File: src/rtl/regfile_write_arbiter_if.sv
// Request/grant bundle shared by all writers of the register file.
// The writers drive requests, addresses and data; the arbiter returns the one-hot grant.
interface regfile_write_arbiter_if #(
  parameter int NREQ  = 3,
  parameter int WIDTH = 64,
  parameter int ADDRW = 5
);
  logic [NREQ-1:0]       req;
  logic [NREQ*ADDRW-1:0] req_addr;
  logic [NREQ*WIDTH-1:0] req_data;
  logic [NREQ-1:0]       gnt;

  modport master (
    output req,
    output req_addr,
    output req_data,
    input  gnt
  );

  modport slave (
    input  req,
    input  req_addr,
    input  req_data,
    output gnt
  );
endinterface

File: src/rtl/regfile_write_arbiter.sv
// Round-robin arbiter for the single write port of the register file.
// The winning address and data are registered, then decoded into one-hot register enables.
// The top register (X31, the zero register) is granted and acknowledged, but it is never enabled.
module regfile_write_arbiter #(
  parameter int NREQ  = 3,
  parameter int WIDTH = 64,
  parameter int NREGS = 32,
  parameter int ADDRW = 5
) (
  input  logic                  clk,
  input  logic                  reset,
  regfile_write_arbiter_if.slave bus,
  input  logic                  freeze,
  output logic [NREGS-1:0]      wr_en,
  output logic [WIDTH-1:0]      wr_data,
  output logic                  busy
);

  localparam int PTRW = (NREQ > 1) ? $clog2(NREQ) : 1;
  localparam logic [ADDRW-1:0] ZERO_REG = ADDRW'(NREGS - 1);
  localparam logic [PTRW-1:0]  LAST_REQ = PTRW'(NREQ - 1);

  logic [PTRW-1:0]  ptr;
  logic             valid_q;
  logic [ADDRW-1:0] addr_q;
  logic [WIDTH-1:0] data_q;

  logic [PTRW-1:0]  winner;
  logic             found;
  logic [NREQ-1:0]  gnt_c;
  logic             accept;
  logic [ADDRW-1:0] sel_addr;
  logic [WIDTH-1:0] sel_data;
  int               idx;

  // Search for the first requester at or after ptr, wrapping around, and grant it unless frozen or in reset
  always_comb begin
    winner = '0;
    found  = 1'b0;
    idx    = 0;
    gnt_c  = '0;
    for (int k = 0; k < NREQ; k++) begin
      idx = (int'(ptr) + k) % NREQ;
      if (!found && bus.req[idx]) begin
        found  = 1'b1;
        winner = idx[PTRW-1:0];
      end
    end
    if (found && !reset && !freeze) begin
      gnt_c[winner] = 1'b1;
    end
  end

  assign bus.gnt = gnt_c;
  assign accept  = |gnt_c;

  // Select the granted requester's address and data lanes
  always_comb begin
    sel_addr = '0;
    sel_data = '0;
    for (int i = 0; i < NREQ; i++) begin
      if (gnt_c[i]) begin
        sel_addr = bus.req_addr[i*ADDRW +: ADDRW];
        sel_data = bus.req_data[i*WIDTH +: WIDTH];
      end
    end
  end

  // Output stage and pointer: capture the accepted write, advance past the winner
  always_ff @(posedge clk) begin
    if (reset) begin
      ptr     <= '0;
      valid_q <= 1'b0;
      addr_q  <= '0;
      data_q  <= '0;
    end else if (accept) begin
      valid_q <= 1'b1;
      addr_q  <= sel_addr;
      data_q  <= sel_data;
      ptr     <= (winner == LAST_REQ) ? '0 : winner + 1'b1;
    end else begin
      valid_q <= 1'b0;
    end
  end

  // One-hot decode.
  // Reset masks a write that is still pending in the output stage, so a reset discards the write.
  always_comb begin
    wr_en = '0;
    for (int k = 0; k < NREGS; k++) begin
      if (valid_q && !reset && (addr_q == k[ADDRW-1:0]) && (addr_q != ZERO_REG)) begin
        wr_en[k] = 1'b1;
      end
    end
  end

  assign wr_data = data_q;
  assign busy    = (|bus.req) || valid_q;

endmodule

File: src/flat_wrapper.sv
// flat-port wrapper written by rule: the top's interface ports become plain ports
module regfile_write_arbiter_flat 
#(
  parameter int NREQ  = 3,
  parameter int WIDTH = 64,
  parameter int NREGS = 32,
  parameter int ADDRW = 5
)
  (clk, reset, freeze, wr_en, wr_data, busy, bus_req, bus_req_addr, bus_req_data, bus_gnt);
  regfile_write_arbiter_if #(.NREQ(NREQ), .WIDTH(WIDTH), .ADDRW(ADDRW)) bus_i ();
  input  logic clk;
  input  logic reset;
  input  logic freeze;
  output logic [NREGS-1:0] wr_en;
  output logic [WIDTH-1:0] wr_data;
  output logic busy;
  input wire logic [$bits(bus_i.req)-1:0] bus_req;
  input wire logic [$bits(bus_i.req_addr)-1:0] bus_req_addr;
  input wire logic [$bits(bus_i.req_data)-1:0] bus_req_data;
  output wire logic [$bits(bus_i.gnt)-1:0] bus_gnt;
  assign bus_i.req = bus_req;
  assign bus_i.req_addr = bus_req_addr;
  assign bus_i.req_data = bus_req_data;
  assign bus_gnt = bus_i.gnt;
  regfile_write_arbiter #(.NREQ(NREQ), .WIDTH(WIDTH), .NREGS(NREGS), .ADDRW(ADDRW)) u_core (.clk(clk), .reset(reset), .bus(bus_i), .freeze(freeze), .wr_en(wr_en), .wr_data(wr_data), .busy(busy));
endmodule
File: config.mk
export PLATFORM = sky130hd
export DESIGN_NAME = regfile_write_arbiter_flat
export DESIGN_NICKNAME = d
export VERILOG_FILES = /design/src/rtl/regfile_write_arbiter_if.sv /design/src/rtl/regfile_write_arbiter.sv /design/src/flat_wrapper.sv
export SDC_FILE = /design/constraint.sdc
export NUM_CORES = 1
export LEC_CHECK = 0
export CORE_UTILIZATION = 25
export DETAILED_ROUTE_END_ITERATION = 12
export HOLD_SLACK_MARGIN = 0.02
export MAX_ROUTING_LAYER = met4
export PLACE_DENSITY = 0.6
export SLEW_MARGIN = 20
export SYNTH_ARGS = -nofsm -noshare
export SYNTH_HDL_FRONTEND = slang
export SYNTH_SLANG_ARGS = --single-unit
File: constraint.sdc
create_clock -name clk -period 7.9 [get_ports clk]
set_input_delay 2.37 -clock clk [delete_from_list [all_inputs] [get_ports clk]]
set_output_delay 2.37 -clock clk [all_outputs]
set_load 0.03 [all_outputs]
; ---- Word level (Yosys, flattened, before mapping)
; Index checks and enable logic that the tools add are counted.
[word_totals]
ff_bits = 72
latch_bits = 0
mem_bits_rw = 0
mem_bits_ro = 0
input_bits = 213
output_inout_bits = 100
elab_cells = 184
n_memories = 0
[op_classes]
addsub = 3
n_mul = 0
div_mod_pow = 3
magnitude_cmp = 5
eq_ne = 33
n_shift = 0
muxes = 58
bitwise = 0
n_reduce_logical = 78
[op_table]
columns = cell, n
row1 = two-way mux 64 bit, 3
row2 = "less-than comparator 32 x 4 -> 1 bit, second input constant", 3
row3 = "equality test 5 bit, second input constant", 16
row4 = logical AND 1 bit, 70
row5 = "modulo 32 x 3 -> 32 bit, second input constant", 2
row6 = two-way mux 1 bit, 43
row7 = "equality test 5 x 4 -> 1 bit, second input constant", 8
row8 = "modulo 3 x 3 -> 32 bit, second input constant", 1
row9 = "equality test 5 x 3 -> 1 bit, second input constant", 4
row10 = two-way mux 5 bit, 3
row11 = "equality test 5 x 2 -> 1 bit, second input constant", 2
row12 = two-way mux 2 bit, 4
row13 = binary-select mux 1 bit (select 2 bit), 3
row14 = OR reduction 3 bit, 2
row15 = "equality test 5 x 1 -> 1 bit, second input constant", 1
row16 = logical NOT 5 bit, 1
row17 = "inequality test 5 bit, second input constant", 1
row18 = logical NOT 1 bit, 4
row19 = "adder 2 x 1 -> 3 bit, second input constant", 1
row20 = "adder 2 x 2 -> 3 bit, second input constant", 1
row21 = "less-than comparator 2 x 3 -> 1 bit, second input constant", 1
row22 = two-way mux 3 bit, 1
row23 = "adder 2 x 1 -> 2 bit, second input constant", 1
row24 = demux 1 bit (select 2 bit), 1
row25 = other kinds (3), 3

; ---- Logic depth before layout (Yosys ltp)
; Gate-level depths: netlist of the first run.
[depth]
word_depth = 19
depth_mapped = 11
mapped_depth_nobuf = 7

; ---- Worst setup path after synthesis of the first run
; Ideal clock, no wire load.
[synth_path]
path_type = input -> output
startpoint = in bus_req[2]
endpoint = out bus_gnt[0]
arrival_ns = 4.339
required_time_ns = 5.530
slack_ns = 1.191
cell_stages = 6
path_buffers = 2
cell_sequence = nor2_1 -> maj3_2 -> a211o_1 -> buf_2 -> clkbuf_1 -> nor4_1
[synth_between]
elab_chain_len = 15
word_cells_on_any_way = 27
classes_between = 2 x order compare / 18 x mux / 7 x reduce/logical
[synth_rtl]
columns = element, line_no
row1 = "start, declared", flat_wrapper.sv:17  ; input wire logic [$bits(bus_i.req)-1:0] bus_req;
row2 = binary-select mux 1 bit (select 2 bit), regfile_write_arbiter.sv:44  ; if (!found && bus.req[idx]) begin
row3 = two-way mux 1 bit (not written as such) (2 in a row), regfile_write_arbiter.sv:44
row4 = two-way mux 1 bit, regfile_write_arbiter.sv:44
row5 = logical NOT 1 bit, regfile_write_arbiter.sv:44
row6 = logical AND 1 bit, regfile_write_arbiter.sv:44
row7 = two-way mux 1 bit, regfile_write_arbiter.sv:44
row8 = logical NOT 1 bit, regfile_write_arbiter.sv:44
row9 = logical AND 1 bit, regfile_write_arbiter.sv:44
row10 = two-way mux 2 bit, regfile_write_arbiter.sv:44
row11 = less-than comparator 2 x 3 -> 1 bit (not written as such) or >= comparator 2 x 1 -> 1 bit (tied branches), regfile_write_arbiter.sv:50  ; gnt_c[winner] = 1'b1;
row12 = logical AND 1 bit (not written as such), regfile_write_arbiter.sv:50
row13 = two-way mux 1 bit (not written as such), regfile_write_arbiter.sv:50
row14 = demux 1 bit (select 2 bit), n/a
row15 = two-way mux 3 bit *, regfile_write_arbiter.sv:49  ; if (found && !reset && !freeze) begin
row16 = "end, declared", flat_wrapper.sv:20  ; output wire logic [$bits(bus_i.gnt)-1:0] bus_gnt;
; Mark *: on every way between the ends. The rest lies on a longest branch, timed or not. The select of a mux whose other input is x is not followed.

; ---- Worst setup path in the final report of the first run
; Same ends and word-level chain as after synthesis.

==> impl_metrics.ini, run 1 <==
[worst_setup_path]
start_kind = primary input
path_buf_inv = 2
slowest_delay_ps = 760
path_depth = 6
cp_common_cell = clkdlybuf4s50_1
cp_slowest_cell = clkdlybuf4s50_1
path_cells = clkdlybuf4s50_1, nor2_1, maj3_2, a211o_4, nor4_1, clkdlybuf4s50_1
crit_fanout = 22
cpLargestDelayFamily = buffers and inverters
end_kind = output port
arrival_ps = 4940
reg2reg_depth = 8
crit_required_ps = 5530
worstSetupPathType = in -> out

[synthesis]
synth.net_count = 704
synth_cells = 489
syn_area_um2 = 4500
synth-seq-cells = 72
synth_edf_count = 0
synthArstFlopShare_pct = 0
synth_warnings = 0
ys_seq_area_share_pct = 32.0
synth.avg_cell_area_um2 = 9.20
ys.flop_type = dfxtp_1
synth_cell_types = 35

[pwr]
switching_share_pct = 34.4
power_leakage_uw = 0.00268
seq_power_share_pct = 30.6
clkPwrFrac_pct = 28.6
ir_drop_v = 0.000113
pwr-share-comb_pct = 40.7
power_density_nw_per_um2 = 183
power_switching_uw = 505
p_int_uw = 964

[global_routing]
antenna_found_initial = 0
grt_max_degree = 91
grt_pass1_wl_mm = 25.9
grt_use_total_pct = 18.6
grt_pass1_vias = 5001
grt_remaining_overflow = 0

[clock_tree]
cts_buffers = 9
cts_tree = built
ctsLongestPathBuffers = 2
h-tree-depth = 3
clock_sinks = 72
clkTransAtPathRegs_ps = 60
root_buffer = clkbuf_16
cts-hold-fix-buffers = 0
ctsResizeCount = 0
postCtsSetupRepairBufs = 0
clock_latency_ps = 330

[floorplanning]
start_util_pct = 25.8
die-width_um = 136
coreArea_um2 = 17400
die_h_um = 136
die-area_um2 = 18500
num_rows = 48
ioPinCount = 313

[routing]
wire_per_inst_um = 17.4
ant_nets = 0
firstDrtPassIters = 4
drt_iter0_markers = 184
routed.top_layer = met4
route.met2.wl_mm = 9.12
vias = 4923
met3_length_mm = 1.09
m1WireLength_mm = 6.77
drc = 0
vias_per_cell = 4.98
routed_wl_mm = 17.2

[placed_design]
place_hpwl_mm = 12.7
pre_cts_ws_ps = 563
dpl_cell_area_um2 = 7730
portBuffers = 311
gp_congestion = 0.791

[final_layout]
diodes = 0
drive_above_1_share_pct = 5.37
areaGrowthSynthToFinish_pct = 78.6
fin_nets = 974
fin_area_um2 = 8040

[sta]
worst_hold_slack_ps = 494
fmax_ghz = 0.137
clock_skew_ps = 5.61
finalCriticalPeriod_ps = 7310
hold_viol_final = 0
finalCritPeriodShare_pct = 92.5
setup_ws_ps = 591
relSlewSlack_pct = 42.4
setup_tns_ps = 0
max_slew.worst_pin.slew_ps = 865
setup_viol = 0
rsz0062_at_grt = no
slew_viol_final = 0

[run]
maxCapViolations = 0

[worst_hold_path]
worstHoldPathCells = 2
min_path_type = reg -> reg

[outcome]
status = completed
==> state kept, by name (all words and copies together), names as in the netlist <==
signal / count
u_core.addr_q: 5
u_core.valid_q: 1
u_core.wr_data: 64
u_core.ptr: 2
==> placed cells by master, fill, tap and decap left out, types with 2 or more instances in the layout <==
master and instances:
nor2b_1 2, nand2_1 9, nor3_1 2, clkbuf_8 2
buf_4 8, o21a_1 2, nand2b_1 2, mux2i_1 69
and2_1 2, o221ai_2 10, ha_1 2, dfxtp_1 72
inv_1 4, nand3b_1 138, clkbuf_16 9, nand3_1 2
clkdlybuf4s50_1 310, clkinvlp_4 3, o221ai_1 59, nor2_1 36
==> kinds of logic after synthesis <==
logic type               share of synthesized area, %
buffers and inverters                            5.95
flip-flops                                       32.0
AO/OA/AOI/OAI                                    16.3
multiplexers                                     15.4
adder cells (fa/ha/maj)                          1.03
other                                          0.0833
AND/OR/NAND/NOR                                  29.3
==> synthesized netlist by cell type (2+ instances only) <==
master    number  share of area, %
nand3b_1     138                23
dfxtp_1       72                32
nor2_1        36               3.0
or3_1          2              0.28
mux2i_1       69                15
o21a_1         3              0.50
o221ai_1      59                11
nand3_1        2              0.22
a211oi_1       2              0.33
o221ai_2      10               3.3
nand2_1        9              0.75
and2_1         2              0.28
buf_2          7              0.78
nor3_1         2              0.22
nor2b_1        2              0.28
buf_6          2              0.50
clkbuf_1      41               3.4
inv_1          4              0.33
buf_1          9              0.75
nand2b_1       2              0.28
ha_1           2              0.56
==> layout make-up <==
cell class                 count  area [um^2]
clock buffer                  12          256
clock inverter                 4         52.6
fill                        1642         9380
inverter                       4         15.0
multi-input combinational    353         2820
sequential                    72         1440
tap                          225          282
timing repair buffer         319         3170
==> through the flow <==
stage                     std cells  utilization [%]  total power (uW)
after floorplan                 489                -               789
after CTS                       989             46.1              1490
after global placement          973             44.4              1050
final                           989             46.1              1470
after global routing            989             46.1              1550
after detailed placement        973             44.4              1060
==> worst reg2reg max path: stages (launching register included) <==
cell and delay, ps:
dfxtp_1 360, inv_1 60, ha_1 370, and3_1 240, a211oi_4 450, buf_4 720
or3_2 240, buf_4 650, o221ai_1 300
==> power by group through the flow <==
| stage | registers [uW] | logic, uW | clock network [uW] |
|---|---|---|---|
| after floorplan | 547 | 242 | 0 |
| after global placement | 453 | 597 | 0 |
| after detailed placement | 456 | 605 | 0 |
| after CTS | 450 | 606 | 437 |
| after global routing | 457 | 638 | 455 |
| final | 450 | 599 | 421 |
==> per-layer routing <==
layer,vias to the layer above,global-route usage [%]
li1,2404,-
met1,2318,19.5
met2,184,34.5
met3,17,3.91
met4,0,5.68
met5,-,-
==> final timing paths <==
kind,start,to,slack (ps)
setup / recovery,bus_req[2],bus_gnt[0],590
hold / removal,u_core.ptr[0]$_SDFFE_PP0P_,u_core.ptr[0]$_SDFFE_PP0P_,490
setup reg to reg,u_core.ptr[0]$_SDFFE_PP0P_,u_core.wr_data[17]$_SDFFE_PP0P_,4350
hold reg to reg,u_core.ptr[0]$_SDFFE_PP0P_,u_core.ptr[0]$_SDFFE_PP0P_,490
No activity file was read; power rests on OpenSTA's default activity.
==> inputs of run 2 (changes only) <==
Settings changed: TNS_END_PERCENT set to 100.
==> results of run 2 <==
Final layout, timing and power as in run 1 (identical DEF).
==> inputs of run 3 (changes only) <==
Settings changed: CTS_BUF_LIST set to sky130_fd_sc_hd__clkbuf_4 sky130_fd_sc_hd__clkbuf_8.
==> impl_metrics.ini, run 3 (synthesis gave the netlist of run 1 again) <==
[final_layout]
layout_common_cells = clkdlybuf4s50_1, nand3b_1, dfxtp_1
fin_area_um2 = 7940
fin_nets = 974
areaGrowthSynthToFinish_pct = 76.4
largest_reg_flops = 64
final_common_cell = clkdlybuf4s50_1
fillCellCount = 1657
diodes = 0
drive_above_1_share_pct = 5.50

[routing]
routed_wl_mm = 17.2
ant_nets = 0
vias = 4925
firstDrtPassIters = 4
drt_iter0_markers = 146
wire_per_inst_um = 17.4
vias_per_cell = 4.98
drc = 0

[sta]
fmax_ghz = 0.137
setup_tns_ps = 0
slew_viol_final = 0
finalCritPeriodShare_pct = 92.7
rsz0062_at_grt = no
max_slew.worst_pin.slew_ps = 861
setup_viol = 0
hold_viol_final = 0
clock_skew_ps = 10.7
setup_ws_ps = 579
finalCriticalPeriod_ps = 7320
relSlewSlack_pct = 42.6

[worst_hold_path]
min_path_type = reg -> reg

[worst_setup_path]
end_kind = output port
arrival_ps = 4950
cpLargestDelayFamily = buffers and inverters
cp_common_cell = clkdlybuf4s50_1
crit_fanout = 22
cp_slowest_cell = clkdlybuf4s50_1
slowest_delay_ps = 760
crit_required_ps = 5530
reg2reg_slack_ps = 4360
worstSetupPathType = in -> out
path_buf_inv = 2
start_kind = primary input
path_cells = clkdlybuf4s50_1, nor2_1, maj3_2, a211o_4, nor4_1, clkdlybuf4s50_1

[placed_design]
place_hpwl_mm = 12.7
portBuffers = 311
gp_congestion = 0.791
pre_cts_ws_ps = 563
dpl_cell_area_um2 = 7730

[global_routing]
antenna_found_initial = 0
grt_remaining_overflow = 0
grt_max_degree = 91
grt_pass1_wl_mm = 25.9
grt_use_total_pct = 18.6
grt_pass1_vias = 5002

[run]
maxCapViolations = 0

[floorplanning]
num_rows = 48
start_util_pct = 25.8
die-width_um = 136
coreArea_um2 = 17400
die_h_um = 136
die-area_um2 = 18500
ioPinCount = 313

[clock_tree]
ctsLongestPathBuffers = 2
cts-hold-fix-buffers = 0
ctsResizeCount = 0
cts_tree = built
clock_latency_ps = 350
h-tree-depth = 3
cts_buffers = 9
postCtsSetupRepairBufs = 0
clkTransAtPathRegs_ps = 70
clock_sinks = 72
root_buffer = clkbuf_8

[pwr]
ir_drop_v = 0.000101
power_density_nw_per_um2 = 172
power_leakage_uw = 0.00263

[outcome]
status = completed
run 3: area by class of cell:
cell class                 count  area (um^2)  share of cell area [%]
clock buffer                  12          159                    2.00
inverter                       4         15.0                   0.189
sequential                    72         1440                    18.2
timing repair buffer         319         3170                    39.9
tap                          225          282                    3.55
clock inverter                 4         52.6                   0.662
multi-input combinational    353         2820                    35.5
run 3: through the flow:
step                      std cells  hold slack [ps]  util [%]  power [uW]
after floorplan                 489              454         -         789
after global placement          973              464      44.4        1050
after detailed placement        973              484      44.4        1060
after CTS                       989              496      45.6        1380
after global routing            989              516      45.6        1440
final                           989              496      45.6        1360
run 3: worst reg2reg max path, cell delays in order, from the launching register on:
cell	delay [ps]
dfxtp_1	370
inv_1	60
ha_1	370
and3_1	240
a211oi_4	450
buf_4	720
or3_2	240
buf_4	650
o221ai_1	300
run 3: final timing paths:
kind,from,end,cells past startpoint
worst max register to register,u_core.ptr[0]$_SDFFE_PP0P_,u_core.wr_data[17]$_SDFFE_PP0P_,8
worst min-delay path,u_core.ptr[0]$_SDFFE_PP0P_,u_core.ptr[0]$_SDFFE_PP0P_,2
worst min register to register,u_core.ptr[0]$_SDFFE_PP0P_,u_core.ptr[0]$_SDFFE_PP0P_,2
worst max-delay path,bus_req[2],bus_gnt[0],6
run 3: routing by layer:
layer,global-route usage (%),up-vias,routed length [um]
met3,3.80,16,1090
met5,-,-,0
met4,6.05,0,254
li1,-,2402,-
met1,19.4,2309,6710
met2,34.6,198,9140
run 3: report_power, final:
group          internal, uW  total [uW]  switching (uW)  leakage (uW)
Combinational           285         598             313       0.00194
Sequential              417         449            31.9      0.000592
Clock                   167         316             149     0.0000983
